===== src/rtl/mc_controller.sv =====
// mc_controller: control unit for the multicycle ARM datapath.
// Holds the main multicycle FSM, the NZCV flag register and the
// conditional-execution logic. It decodes Instr and drives every datapath
// control input plus the memory write enable.
module mc_controller #(
  parameter logic [3:0] FLAGS_RST = 4'b0000
) (
  input  logic        clk,
  input  logic        reset,
  input  logic [31:0] Instr,
  input  logic [3:0]  ALUFlags,
  output logic        PCWrite,
  output logic        MemWrite,
  output logic        RegWrite,
  output logic        IRWrite,
  output logic        AdrSrc,
  output logic [1:0]  RegSrc,
  output logic [1:0]  ALUSrcA,
  output logic [1:0]  ALUSrcB,
  output logic [1:0]  ResultSrc,
  output logic [1:0]  ImmSrc,
  output logic [1:0]  ALUControl,
  output logic [3:0]  StateDbg
);

  typedef enum logic [3:0] {
    FETCH  = 4'd0,
    DECODE = 4'd1,
    MEMADR = 4'd2,
    MEMRD  = 4'd3,
    MEMWB  = 4'd4,
    MEMWR  = 4'd5,
    EXECR  = 4'd6,
    EXECI  = 4'd7,
    ALUWB  = 4'd8,
    BRANCH = 4'd9
  } state_t;

  state_t     state;
  state_t     state_next;

  logic [3:0] cond;
  logic [1:0] op;
  logic [5:0] funct;

  logic [3:0] flags;
  logic       cond_ex;
  logic       cond_ex_reg;

  logic [1:0] alu_dec;
  logic       alu_valid;
  logic       alu_arith;
  logic       in_exec;
  logic       flag_write;

  // Instruction fields outside cond/op/funct are consumed by the datapath only.
  logic       unused_instr_bits;

  assign cond  = Instr[31:28];
  assign op    = Instr[27:26];
  assign funct = Instr[25:20];

  assign unused_instr_bits = ^Instr[19:0];

  assign in_exec    = (state == EXECR) || (state == EXECI);
  assign flag_write = in_exec && cond_ex_reg && funct[0] && alu_valid;

  assign StateDbg = state;
  assign ImmSrc   = op;
  // Branches read R15 on RA1; stores read Rd on RA2 so it can be written to memory.
  assign RegSrc   = {(op == 2'b01) && !funct[0], (op == 2'b10)};

  // Data-processing command decode; unsupported commands are flagged invalid.
  always_comb begin
    alu_dec   = 2'b00;
    alu_valid = 1'b1;
    alu_arith = 1'b0;
    case (funct[4:1])
      4'b0100: begin alu_dec = 2'b00; alu_arith = 1'b1; end
      4'b0010: begin alu_dec = 2'b01; alu_arith = 1'b1; end
      4'b0000: alu_dec = 2'b10;
      4'b1100: alu_dec = 2'b11;
      default: alu_valid = 1'b0;
    endcase
  end

  // Condition check against the registered NZCV flags.
  always_comb begin
    logic n, z, c, v;
    {n, z, c, v} = flags;
    cond_ex = 1'b0;
    case (cond)
      4'b0000: cond_ex = z;
      4'b0001: cond_ex = !z;
      4'b0010: cond_ex = c;
      4'b0011: cond_ex = !c;
      4'b0100: cond_ex = n;
      4'b0101: cond_ex = !n;
      4'b0110: cond_ex = v;
      4'b0111: cond_ex = !v;
      4'b1000: cond_ex = c && !z;
      4'b1001: cond_ex = !(c && !z);
      4'b1010: cond_ex = (n == v);
      4'b1011: cond_ex = (n != v);
      4'b1100: cond_ex = !z && (n == v);
      4'b1101: cond_ex = !(!z && (n == v));
      4'b1110: cond_ex = 1'b1;
      default: cond_ex = 1'b0;
    endcase
  end

  // FSM state register; reset returns to FETCH immediately.
  always_ff @(posedge clk or posedge reset) begin
    if (reset) state <= FETCH;
    else       state <= state_next;
  end

  // Condition latch in DECODE and flag updates at the end of an execute state.
  always_ff @(posedge clk or posedge reset) begin
    if (reset) begin
      cond_ex_reg <= 1'b0;
      flags       <= FLAGS_RST;
    end else begin
      if (state == DECODE) cond_ex_reg <= cond_ex;
      if (flag_write) begin
        flags[3:2] <= ALUFlags[3:2];
        if (alu_arith) flags[1:0] <= ALUFlags[1:0];
      end
    end
  end

  // Next-state logic and Moore control outputs.
  always_comb begin
    state_next = FETCH;
    PCWrite    = 1'b0;
    MemWrite   = 1'b0;
    RegWrite   = 1'b0;
    IRWrite    = 1'b0;
    AdrSrc     = 1'b0;
    ALUSrcA    = 2'b00;
    ALUSrcB    = 2'b00;
    ResultSrc  = 2'b00;
    ALUControl = 2'b00;
    case (state)
      FETCH: begin
        IRWrite    = 1'b1;
        ALUSrcA    = 2'b01;
        ALUSrcB    = 2'b10;
        ResultSrc  = 2'b10;
        PCWrite    = 1'b1;
        state_next = DECODE;
      end
      DECODE: begin
        ALUSrcA   = 2'b01;
        ALUSrcB   = 2'b10;
        ResultSrc = 2'b10;
        case (op)
          2'b00:   state_next = funct[5] ? EXECI : EXECR;
          2'b01:   state_next = MEMADR;
          2'b10:   state_next = BRANCH;
          default: state_next = FETCH;
        endcase
      end
      MEMADR: begin
        ALUSrcB    = 2'b01;
        state_next = funct[0] ? MEMRD : MEMWR;
      end
      MEMRD: begin
        AdrSrc     = 1'b1;
        state_next = MEMWB;
      end
      MEMWB: begin
        ResultSrc  = 2'b01;
        RegWrite   = cond_ex_reg;
        state_next = FETCH;
      end
      MEMWR: begin
        AdrSrc     = 1'b1;
        MemWrite   = cond_ex_reg;
        state_next = FETCH;
      end
      EXECR: begin
        ALUControl = alu_dec;
        state_next = ALUWB;
      end
      EXECI: begin
        ALUSrcB    = 2'b01;
        ALUControl = alu_dec;
        state_next = ALUWB;
      end
      ALUWB: begin
        RegWrite   = cond_ex_reg && alu_valid;
        state_next = FETCH;
      end
      BRANCH: begin
        ALUSrcB    = 2'b01;
        ResultSrc  = 2'b10;
        PCWrite    = cond_ex_reg;
        state_next = FETCH;
      end
      default: state_next = FETCH;
    endcase
  end

endmodule

===== config.mk =====
export PLATFORM = sky130hd
export DESIGN_NAME = mc_controller
export DESIGN_NICKNAME = d
export VERILOG_FILES = /design/src/rtl/mc_controller.sv
export SDC_FILE = /design/constraint.sdc
export NUM_CORES = 1
export LEC_CHECK = 0
export ABC_AREA = 1
export CAP_MARGIN = 20
export CORE_AREA = 2 2 41 71
export DETAILED_ROUTE_END_ITERATION = 16
export DIE_AREA = 0 0 43 73
export GPL_TIMING_DRIVEN = 0
export HOLD_SLACK_MARGIN = 0.02
export PLACE_DENSITY_LB_ADDON = 0.15
export SETUP_SLACK_MARGIN = 0.3
export SLEW_MARGIN = 20
export SYNTH_ARGS = -nofsm -noshare
export SYNTH_HDL_FRONTEND = slang
export SYNTH_SLANG_ARGS = --single-unit

===== constraint.sdc =====
create_clock -name clk -period 1.3 [get_ports clk]
set_input_delay 0.26 -clock clk [delete_from_list [all_inputs] [get_ports clk]]
set_output_delay 0.26 -clock clk [all_outputs]
set_load 0.01 [all_outputs]

## Word-level counts from Yosys, hierarchy flattened

Cells that the tools add are included.

| word-level totals | value |
|---|---|
| logic and storage cells | 78 |
| RAM bits | 0 |
| memory bits (read-only) | 0 |
| memories kept | 0 |
| flip-flop bits (word level) | 9 |
| bits in latches | 0 |
| bits of input ports | 38 |
| output and inout bits | 21 |

| cells by class | value |
|---|---|
| eq/ne operators | 30 |
| bitwise logic cells | 0 |
| shifts and indexed selects | 0 |
| muxes and demuxes | 17 |
| order comparisons | 0 |
| $add $sub $neg | 0 |
| reductions and logical operators | 27 |
| divide/modulo/power cells | 0 |
| $mul | 0 |

Operators with widths:

| operator | number |
|---|---|
| $eq 4x4->1 const B | 10 |
| $eq 4x3->1 const B | 9 |
| $eq 4x2->1 const B | 5 |
| $pmux 4 s5 | 1 |
| $pmux 1 s15 | 1 |
| $logic_not 4->1 | 3 |
| $pmux 4 s3 | 1 |
| $eq 4x1->1 const B | 2 |
| $pmux 2 s2 | 2 |
| $reduce_or 2->1 | 4 |
| $logic_and 1x1->1 | 7 |
| $logic_not 1->1 | 7 |
| $mux 1 | 7 |
| $pmux 2 s3 | 1 |
| $reduce_or 3->1 | 2 |
| $pmux 1 s2 | 2 |
| $reduce_or 4->1 | 1 |
| $mux 3 | 1 |
| $eq 2x1->1 const B | 1 |
| $eq 2x2->1 const B | 1 |
| $logic_not 2->1 | 1 |
| $mux 2 | 1 |
| $reduce_and 2->1 | 1 |
| $eq 1x1->1 | 1 |
| other kinds (2) | 2 |

## Longest topological paths before layout

| logic depth | value |
|---|---|
| word-level depth | 6 |
| depth in mapped cells | 10 |
| gate-level depth less buffers | 10 |

## Least setup slack after synthesis

No wires, ideal clock.

| path | value |
|---|---|
| path kind | register to output |
| start point | register state[3], in the netlist StateDbg[3] |
| end point | output port ResultSrc[1] |
| stages on the path, launching flop included | 4 |
| path slack | -0.024 ns |
| data arrival time | 1.064 ns |
| cell sequence | dfrtp_1 > nor2_1 > inv_2 > o21ai_0 |

| on the way | value |
|---|---|
| cells in the longest elaborated chain, start to end | 3 |

RTL lines:

| what | RTL line | source |
|---|---|---|
| start: declaration | 39 | `state_t state;` |
| start signal: assignment | 115 | `else state <= state_next;` |
| $eq 4x1->1 (tied with other cells) | 144 | `case (state)` |
| $reduce_or 3->1 (no source line) | - |  |
| $pmux 2 s2 (*) | 144 |  |
| end: declaration | 20 | `output logic [1:0] ResultSrc,` |

Mark *: on every way between the ends. The rest lies on a longest branch, timed or not.

## Worst setup path after layout

| path | value |
|---|---|
| start point | register state[3], in the netlist StateDbg[3] |
| end point | output port ALUSrcB[0] |

| on the way | value |
|---|---|
| cells in the longest elaborated chain, start to end | 3 |

RTL lines:

| what | RTL line | source |
|---|---|---|
| $eq 4x3->1 (tied with other cells) | 144 |  |
| $reduce_or 3->1 (no source line) / $reduce_or 2->1 (equally long branches) | - |  |
| $pmux 2 s2 (*) | 144 |  |
| end: declaration | 19 | `output logic [1:0] ALUSrcB,` |

Marks and branches as above.

==> impl_metrics.toml <==
[finish]
seq_area_um2 = 229
drive_gt1_frac = 0.505
multi_input_area_um2 = 671
synthToLayoutAreaGrowth_pct = 85.0
n_antenna_cell = 0
nNetsFinal = 249
stdcell_area_mm2 = 0.00159
nFillCells = 263
fin_cells = 237

[yosys]
yosysMostFrequentCell = "nand2_1"
async_reset_ff_frac = 1.00
synth_cells = 146
synth_common_cells = "nand2_1 (35), nor2_1 (30), inv_1 (21)"
synth.distinct_cells = 21
ys_seq_elements = 9
syn-num-nets = 184
synth_area_leaders = "dfrtp_1 (26%), nand2_1 (15%), nor2_1 (13%)"
syn-mean-instance-area_um2 = 5.89
yosys_warnings = 0
netlist_area_um2 = 860
synth_edf_count = 0
synth_area_leader_cell = "dfrtp_1"
synth_flop_cell = "dfrtp_1"
seq_area_frac_synth = 0.262
synth_top_area_frac = 0.262

[floorplanning]
core_mm2 = 0.00263
dieHeight_um = 73
ios = 59
die_w_um = 43
die_area_mm2 = 0.00314
rows = 25
initial_core_util = 0.327

[routing]
first_pass_iters = 4
wl_mm = 2.94
vias = 1187
via_per_inst = 5.01
dr.first_iter.drc_count = 23
antenna_left = 0
drc = 0
wl_per_cell_um = 12.4

[clock_network]
clkSinkCount = 9
cts_buffer_depth = 2
cts_hold_buffers = 0
clk_pin_slew_worst_paths_ns = 0.05
clockRootBuffer = "clkbuf_8"
clk_latency_ns = 0.23
cts_tree = "done"
htree_levels = 1
cts-buffers-inserted = 3

[worst_hold_path]
hp-start = "Instr[27]"
hp-class = "in2reg"
hold_depth = 2
min_to = "StateDbg[1]"

[status]
violations = "negative setup slack"
status = "finished with violations"

[worst_setup_path]
worst-path-buf-inv = 2
r2r_start = "StateDbg[1]"
cp_data_arrival_time_ns = 1.30
r2r_cells = 8
critPathSlowestCell = "dfrtp_2"
slowest_delay_ns = 0.46
start_kind = "flop"
crit_family = "flip-flops"
path_cells = "nor2_4 -> buf_4 -> nand3_2 -> nand3_1 -> buf_2"
crit_type = "reg2out"
startpoint = "StateDbg[3]"
end_kind = "primary output"
reg2reg_to = "flags[3]"
required_ns = 1.04
reg2reg_slack_ns = -0.05
cp_max_fo = 5

[grt]
grt_first_pass_wirelength_mm = 4.84
antenna_found_initial = 0
overflow = 0
grt_pass1_vias = 1154
track_usage = 0.199
grt_max_degree = 10

[placed_design]
hpwl_mm = 2.08
routabilityCongestion = 0.857
numPlacedInstances = 209
io_buffers = 36
dpl_cell_area_mm2 = 0.00134
pre_cts_slack_ns = -0.891

[timing]
finalHoldViolCount = 0
drv_slew = 0
fin_crit_ns = 1.56
setup_violations = 17
fin_ws_ns = -0.260
max_freq_mhz = 641
whs_ns = 0.277
skew_ns = 0.00230
grt_setup_unrepaired = "yes"
period_share = 1.20

[power]
power_mw = 2.70
p_switching_mw = 1.22
switching_share = 0.453
clockPowerShare = 0.123
p_int_mw = 1.48
pwr-share-seq = 0.183
power_density_mw_per_mm2 = 1690
vdd_drop_max_mv = 1.29
power_frac_comb = 0.694
leakage_nw = 0.850

[job]
drv_cap = 0
## final cells by class
cell class	instances	area share
Buffer	5	0.0307
Clock buffer	3	0.0260
Clock inverter	1	0.00315
Inverter	23	0.0574
Multi-Input combinational cell	109	0.422
Sequential cell	9	0.144
Tap cell	27	0.0212
Timing Repair Buffer	60	0.296
## layer usage
layer | vias to the layer above | track usage | routed length (µm)
li1 | 595 | - | -
met1 | 551 | 0.200 | 1010
met2 | 32 | 0.394 | 1740
met3 | 9 | 0.0149 | 84
met4 | 0 | 0.0976 | 99
met5 | - | 0 | 0
## worst reg2reg max path, delay by kind of cell (launching register included)
kind            cells  cell delay, ns
flops               1            0.40
buf+inv             3            0.38
simple gates        4            0.42
compound gates      1            0.05
## timing repair
item                       4_1_cts  5_1_grt
setup buffers                   19        5
pin swaps                       24        8
resized for setup              123       19
setup endpoints to repair       29       29
gates cloned                     0        0
## power by group through the flow
stage	sequential (mW)	combinational [mW]	clock (mW)
final	0.493	1.87	0.330
after global routing	0.505	2.03	0.352
after CTS	0.488	1.75	0.338
after detailed placement	0.484	1.52	0
after global placement	0.481	1.51	0
after floorplan	0.490	0.879	0
## logic make-up after synthesis
family          count (synthesis)  share of synthesized area
other cells                     1                    0.00436
simple gates                   95                      0.493
buf+inv                        28                      0.156
compound gates                 13                     0.0844
flops                           9                      0.262
## per-stage QoR
step | utilization | setup TNS (ns)
3_5_place_dp | 0.509 | -8.72
6_report | 0.605 | -2.53
4_1_cts | 0.583 | -2.39
2_1_floorplan | - | 0
3_3_place_gp | 0.509 | -8.49
5_1_grt | 0.605 | -3.47
## worst max path at each step
| stage | to | slack, ns | cells past startpoint |
|---|---|---|---|
| floorplan | PCWrite | 0.11 | 3 |
| global placement | RegWrite | -0.87 | 7 |
| detailed placement | RegWrite | -0.89 | 7 |
| CTS | RegWrite | -0.24 | 5 |
| global route | ALUSrcB[0] | -0.31 | 5 |
| finish | ALUSrcB[0] | -0.26 | 5 |
## layout by cell type (no fill, tap or decap), types with 2 or more instances in the layout
cell type	synthesis	layout
nand2_1	35	27
buf_4	3	24
nor2_1	30	17
nand3_1	20	16
inv_1	21	15
buf_2	0	15
nor2_2	1	10
buf_6	1	10
dfrtp_1	9	6
inv_2	2	6
nand2_2	0	6
clkdlybuf4s50_1	0	6
nor2_4	1	5
nand3_2	0	4
dlygate4sd2_1	0	4
dfrtp_2	0	3
nand2_4	1	3
nor3_4	1	3
a21oi_1	6	3
clkbuf_8	1	3
o21ai_2	0	2
nand3b_1	2	2
inv_4	0	2
o211ai_1	2	2
a21oi_2	0	2
clkdlybuf4s15_1	0	2
clkbuf_2	0	2
No activity file was read; power rests on OpenSTA's default activity.
